## src/rtl/piso_tx_pkg.sv

```systemverilog
// piso_tx shared types: control FSM state encoding.
package piso_tx_pkg;

    localparam int STATE_W = 2;

    typedef enum logic [STATE_W-1:0] {
        IDLE   = 2'd0,
        SHIFT  = 2'd1,
        PARITY = 2'd2
    } state_t;

endpackage

```

## src/rtl/piso_shreg.sv

```systemverilog
// WIDTH-bit load/shift-right register with synchronous clear.
module piso_shreg #(
    parameter int WIDTH = 8
) (
    input  logic             clk,
    input  logic             clr,
    input  logic             load,
    input  logic             shift,
    input  logic [WIDTH-1:0] d,
    output logic [WIDTH-1:0] q
);

    always_ff @(posedge clk) begin
        if (clr) begin
            q <= '0;
        end else if (load) begin
            q <= d;
        end else if (shift) begin
            q <= {1'b0, q[WIDTH-1:1]};
        end
    end

endmodule

```

## src/rtl/piso_tx.sv

```systemverilog
// Parallel-in/serial-out transmitter, LSB first, with valid/last markers.
// Define PISO_TX_PARITY_EN to append an even-parity bit to each frame.
module piso_tx #(
    parameter int WIDTH = 8
) (
    input  logic             clk_i,
    input  logic             rst_i,
    input  logic [WIDTH-1:0] d_i,
    input  logic             load_i,
    output logic             ready_o,
    input  logic             en_i,
    output logic             q_o,
    output logic             q_valid_o,
    output logic             last_o
);
    import piso_tx_pkg::*;

    localparam int CNT_W = $clog2(WIDTH);
    localparam logic [CNT_W-1:0] CNT_LAST = CNT_W'(WIDTH - 1);

    state_t           state;
    state_t           state_nxt;
    logic [CNT_W-1:0] cnt;
    logic [WIDTH-1:0] shreg;
    logic             accept;
    logic             step;
    logic             data_last;

    assign accept    = (state == IDLE) && load_i;
    assign step      = (state == SHIFT) && en_i;
    assign data_last = (state == SHIFT) && (cnt == CNT_LAST);

    piso_shreg #(
        .WIDTH(WIDTH)
    ) u_shreg (
        .clk  (clk_i),
        .clr  (rst_i),
        .load (accept),
        .shift(step),
        .d    (d_i),
        .q    (shreg)
    );

    always_ff @(posedge clk_i) begin
        if (rst_i) begin
            state <= IDLE;
        end else begin
            state <= state_nxt;
        end
    end

    // Counter stops at the last bit; the state exit makes wrap unnecessary.
    always_ff @(posedge clk_i) begin
        if (rst_i) begin
            cnt <= '0;
        end else if (accept) begin
            cnt <= '0;
        end else if (step && !data_last) begin
            cnt <= cnt + 1'b1;
        end
    end

`ifdef PISO_TX_PARITY_EN
    logic par;

    always_ff @(posedge clk_i) begin
        if (rst_i) begin
            par <= 1'b0;
        end else if (accept) begin
            par <= ^d_i;
        end
    end
`endif

    always_comb begin
        state_nxt = state;
        ready_o   = 1'b0;
        q_valid_o = 1'b0;
        q_o       = 1'b0;
        last_o    = 1'b0;
        unique case (state)
            IDLE: begin
                ready_o = 1'b1;
                if (load_i) begin
                    state_nxt = SHIFT;
                end
            end
            SHIFT: begin
                q_valid_o = 1'b1;
                q_o       = shreg[0];
`ifdef PISO_TX_PARITY_EN
                if (en_i && data_last) begin
                    state_nxt = PARITY;
                end
`else
                last_o = data_last;
                if (en_i && data_last) begin
                    state_nxt = IDLE;
                end
`endif
            end
`ifdef PISO_TX_PARITY_EN
            PARITY: begin
                q_valid_o = 1'b1;
                q_o       = par;
                last_o    = 1'b1;
                if (en_i) begin
                    state_nxt = IDLE;
                end
            end
`endif
            default: begin
                state_nxt = IDLE;
            end
        endcase
    end

endmodule

```

## config.mk

```make
export PLATFORM = sky130hd
export DESIGN_NAME = piso_tx
export DESIGN_NICKNAME = d
export VERILOG_FILES = /design/src/rtl/piso_tx_pkg.sv /design/src/rtl/piso_shreg.sv /design/src/rtl/piso_tx.sv
export SDC_FILE = /design/constraint.sdc
export NUM_CORES = 1
export LEC_CHECK = 0
export CORE_AREA = 3 3 42 44
export CTS_CLUSTER_DIAMETER = 40
export CTS_CLUSTER_SIZE = 16
export DETAILED_ROUTE_END_ITERATION = 16
export DIE_AREA = 0 0 45 47
export PLACE_DENSITY_LB_ADDON = 0.05
export SYNTH_ARGS = -nofsm -noshare
export SYNTH_HDL_FRONTEND = slang
export SYNTH_HIERARCHICAL = 1
export SYNTH_SLANG_ARGS = --single-unit
```

## constraint.sdc

```tcl
create_clock -name clk_i -period 1.46 [get_ports clk_i]
set_clock_uncertainty 0.1 [all_clocks]
set_input_delay 0.146 -clock clk_i [delete_from_list [all_inputs] [get_ports clk_i]]
set_output_delay 0.146 -clock clk_i [all_outputs]
set_load 0.005 [all_outputs]
```

# Word-level counts from Yosys, hierarchy flattened
# Index checks and enable logic that the tools add are counted.
# op_classes
n_addsub	1
n_eq_ne	4
muxes	9
n_reduce_logical	10
# op_table
operator	count
8-bit two-way mux	2
1-bit logical AND	5
1-bit two-way mux	4
2-bit two-way mux	2
2-bit case mux with 2 select lines	1
3-bit by 1-bit adder with 3-bit output (second input constant)	1
3-bit == test (second input constant)	1
2-bit by 1-bit == test with 1-bit output (second input constant)	1
2-bit logical NOT	1
2-bit by 1-bit inequality test with 1-bit output (second input constant)	1
2-bit inequality test (second input constant)	1
2-bit AND reduction	1
2-bit nonzero test	1
2-bit OR reduction	1
1-bit logical NOT	1
# word_totals
register_bits	13
in_bits	12
output_inout_bits	4
word_cells	27

# Depth between registers and ports, before layout
# logic_depth
word_depth	5
mapped_depth	5
ltp_nobuf	5

# Cells and area by module
# The synthesis kept the hierarchy.
# by_module_without_submodules
module	instances	cells_per_inst	area_per_inst_um2	seq_area_each_um2
piso_shreg	1	35	369.1	160.2
piso_tx	1	20	205.2	80.1

# Least setup slack after synthesis
# OpenSTA, ideal clock, no wires.
# synth_path
kind	register -> register
startpoint	register state[0]
endpoint	register u_shreg.q[0]
setup_time_ns	0.086
arrival_time_ns	1.189
required_ns	1.274
slack_ns	0.086
stages_incl_launch_ff	4
n_path_buf	0
synth_period_minus_slack_ns	1.374
cell_sequence	dfxtp_1 nor2b_1 inv_1 a211oi_1
# synth_via
elab_chain_cells	3
elab_cells_between_ends	6
classes_between	eq/ne: 1; mux: 1; reduce/logical: 4
# synth_lines
element	line	text
start, declared	piso_tx.sv:21	state_t state;
start signal, assigned	piso_tx.sv:48	state <= state_nxt;
2-bit logical NOT *	piso_tx.sv:29	assign accept = (state == IDLE) && load_i;
1-bit logical AND *	piso_tx.sv:29	
named net accept	piso_tx.sv:25	logic accept;
8-bit two-way mux or 2-bit nonzero test (tied branches)	n/a	
end signal, assigned	piso_shreg.sv:19	q <= {1'b0, q[WIDTH-1:1]};
end, declared	piso_shreg.sv:10	output logic [WIDTH-1:0] q
# Mark *: on every way through the listed nets, which the timed path passes. The rest lies on a longest branch.
# A chain may end at the register's enable or synchronous reset.

# Worst setup path in the final report
# layout_path
startpoint	register cnt[0]
endpoint	output port last_o
# layout_via
elab_chain_cells	3
# layout_lines
element	line	text
start, declared	piso_tx.sv:23	logic [CNT_W-1:0] cnt;
start signal, assigned	piso_tx.sv:59	cnt <= cnt + 1'b1;
3-bit == test	piso_tx.sv:31	assign data_last = (state == SHIFT) && (cnt == CNT_LAST);
1-bit logical AND	piso_tx.sv:31	
1-bit two-way mux	piso_tx.sv:81	unique case (state)
end, declared	piso_tx.sv:14	output logic last_o
# Every way passes these cells.

==> reports/results.tsv <==
metric	value	unit
status	completed	
crit_type	register to output pin	
synth_cells	55	
gp_congestion	0.714	
whs	0.332	ns
htreeDepth	1	
p_per_area	799	mW/mm^2
route.vias.total	498	
crit_path_start_kind	register	
fillCellCount	138	
dp_cells	94	
syn_nets	69	
rrSetupSlack	0.08	ns
synth_top_area_frac	0.418	
tns	0	ns
fin_nets	99	
hpwl	819	um
p_leak	0.000370	uW
ios	16	
synth_area_leader_cell	dfxtp_1	
arrival	1.16	ns
yosys.cell_types.count	17	
layoutNonFillerInstCount	99	
finalCritPeriodShare	0.962	
setup_viol	0	
critical_path_required	1.21	ns
fp.coreArea	0.00147	mm^2
yosys_warnings	6	
crit_end	last_o	
rr_worst_depth	6	
fp-row-count	14	
crit_path_start	cnt[0]	
vdd_drop_max	521	uV
drv_cap	0	
cts_tree	done	
diodes	0	
layout_min_cycle_time	1.40	ns
port-buffer-count	15	
worstSkewPairLatency	0.27	ns
hold_viol_final	0	
rsz0062_at_grt	no	
max_slew.worst_pin.slew	0.258	ns
syn_avg_cell_area	10.4	um^2
grtUsageTotal	0.122	
wirelength	1.11	mm
ant_nets	0	
regToRegEndpoint	cnt[0]	
drtIter0Drc	0	
synth_area	574	um^2
drc	0	
clkSinkCount	12	
synthTopCellsByCount	dfxtp_1 (12), mux2i_1 (9), a211oi_1 (8), nor2b_1 (8), and2_1 (3)	
hold_path_class	primary input to register	
slew_headroom	0.828	
cts.clk_slew.worst_paths	0.06	ns
grt_antenna_before_repair	0	
synth_ff_type	dfxtp_1	
synth.most_common_cell	dfxtp_1	
ys_seq_elements	12	
drive_gt1_frac	0.313	
grt_max_degree	13	
r2r-start	cnt[0]	
synth.area.top_cells	dfxtp_1 (42%), mux2i_1 (16%), a211oi_1 (10%), nor2b_1 (8.7%), ha_1 (4.4%)	
fmax	0.712	GHz
power	694	uW
grt_pass1_wl	1.85	mm
synth_seq_area_share	0.418	
dr.pass1.iters	1	
grt_overflow_total	0	
synth_edf_count	0	
cts_buffer_depth	2	
path_max_fanout	2	
numCtsBuffers	3	
cts_root_buf	clkbuf_4	
initial_core_util	0.390	
vias_per_cell	5.03	
areaGrowthSynthToFinish	51.4	%
fp.dieArea	0.00212	mm^2
utilization	0.591	
finalMaxSlewViolations	0	
routedWlPerCell	11.2	um
synthArstFlopShare	0	
die-width	45	um
end_kind	output pin	
grt_pass1_vias	445	
die_h	47	um
## kinds of logic after synthesis
logic type,after synthesis,share of synthesized area
DFF,12,0.418
adders and majority gates,2,0.0436
AOI/OAI and AO/OA,9,0.113
and+or+nand+nor,18,0.203
buffers and inverters,4,0.0501
xor gates and xnor gates,1,0.0153
muxes,9,0.157
## power breakdown
group          switching (uW)  internal (uW)  total (uW)
Sequential               11.5            350         361
Combinational            52.3           84.5         137
Clock                     101           95.4         196
## sequential cells by signal, indices dropped and copies added (netlist names)
| signal | cells |
|---|---|
| cnt | 3 |
| state | 1 |
| u_shreg/q | 8 |
## final cells by class
cell class | count | area [um^2] | area share
Inverter | 2 | 7.51 | 0.00863
Clock buffer | 3 | 22.5 | 0.0259
Timing Repair Buffer | 27 | 231 | 0.266
Sequential cell | 12 | 245 | 0.282
Multi-Input combinational cell | 39 | 343 | 0.394
Tap cell | 16 | 20.0 | 0.0230
## per-layer routing
| layer | track usage | vias up | wire [um] |
|---|---|---|---|
| li1 | - | 252 | - |
| met1 | 0.141 | 236 | 495 |
| met2 | 0.195 | 10 | 536 |
| met3 | 0.0690 | 0 | 76 |
| met4 | 0.0351 | 0 | 0 |
| met5 | 0 | - | 0 |
## cell usage in the layout, fill, tap and decap left out
| master | Yosys | routed |
|---|---|---|
| xor2_1 | 1 | 1 |
| or3b_1 | 1 | 1 |
| buf_4 | 0 | 12 |
| dfxtp_2 | 0 | 4 |
| a21oi_1 | 1 | 1 |
| dlygate4sd2_1 | 0 | 3 |
| nor2b_1 | 8 | 7 |
| clkdlybuf4s50_1 | 0 | 11 |
| buf_2 | 0 | 1 |
| inv_1 | 2 | 2 |
| nor3_2 | 1 | 1 |
| nand2_1 | 1 | 1 |
| nor3_1 | 2 | 2 |
| clkbuf_4 | 0 | 3 |
| nor2b_2 | 0 | 1 |
| ha_4 | 0 | 2 |
| a211oi_1 | 8 | 8 |
| and2_1 | 3 | 2 |
| nand3b_4 | 0 | 1 |
| and2_2 | 0 | 1 |
| mux2i_1 | 9 | 9 |
| nor2_1 | 1 | 1 |
| dfxtp_1 | 12 | 8 |
## critical path, cell delays in order, from the launching register on
cell     delay (ns)
dfxtp_2        0.33
ha_4           0.16
ha_4           0.15
and2_1         0.14
buf_2          0.12
## worst min path at each step
| stage | startpoint | endpoint | cells past startpoint |
|---|---|---|---|
| after floorplan | rst_i | cnt[0] | 1 |
| after global placement | cnt[1] | cnt[1] | 2 |
| after detailed placement | cnt[1] | cnt[1] | 2 |
| after CTS | d_i[7] | u_shreg/q[7] | 3 |
| after global routing | d_i[7] | u_shreg/q[7] | 3 |
| final | d_i[7] | u_shreg/q[7] | 3 |
## repair_timing
item | in CTS | in global routing
setup endpoints to repair | 4 | 8
buffers inserted | 2 | 0
resized for setup | 11 | 7
hold buffers | 0 | 0
cloned | 0 | 0
## metrics by stage
stage                     setup WS [ns]  area [um^2]
after floorplan                  0.0858          574
after global routing            0.00487          870
after CTS                       -0.0624          850
final                            0.0552          870
after global placement           -0.152          798
after detailed placement         -0.168          798
Note: power is estimated with default switching activity, not from simulation.
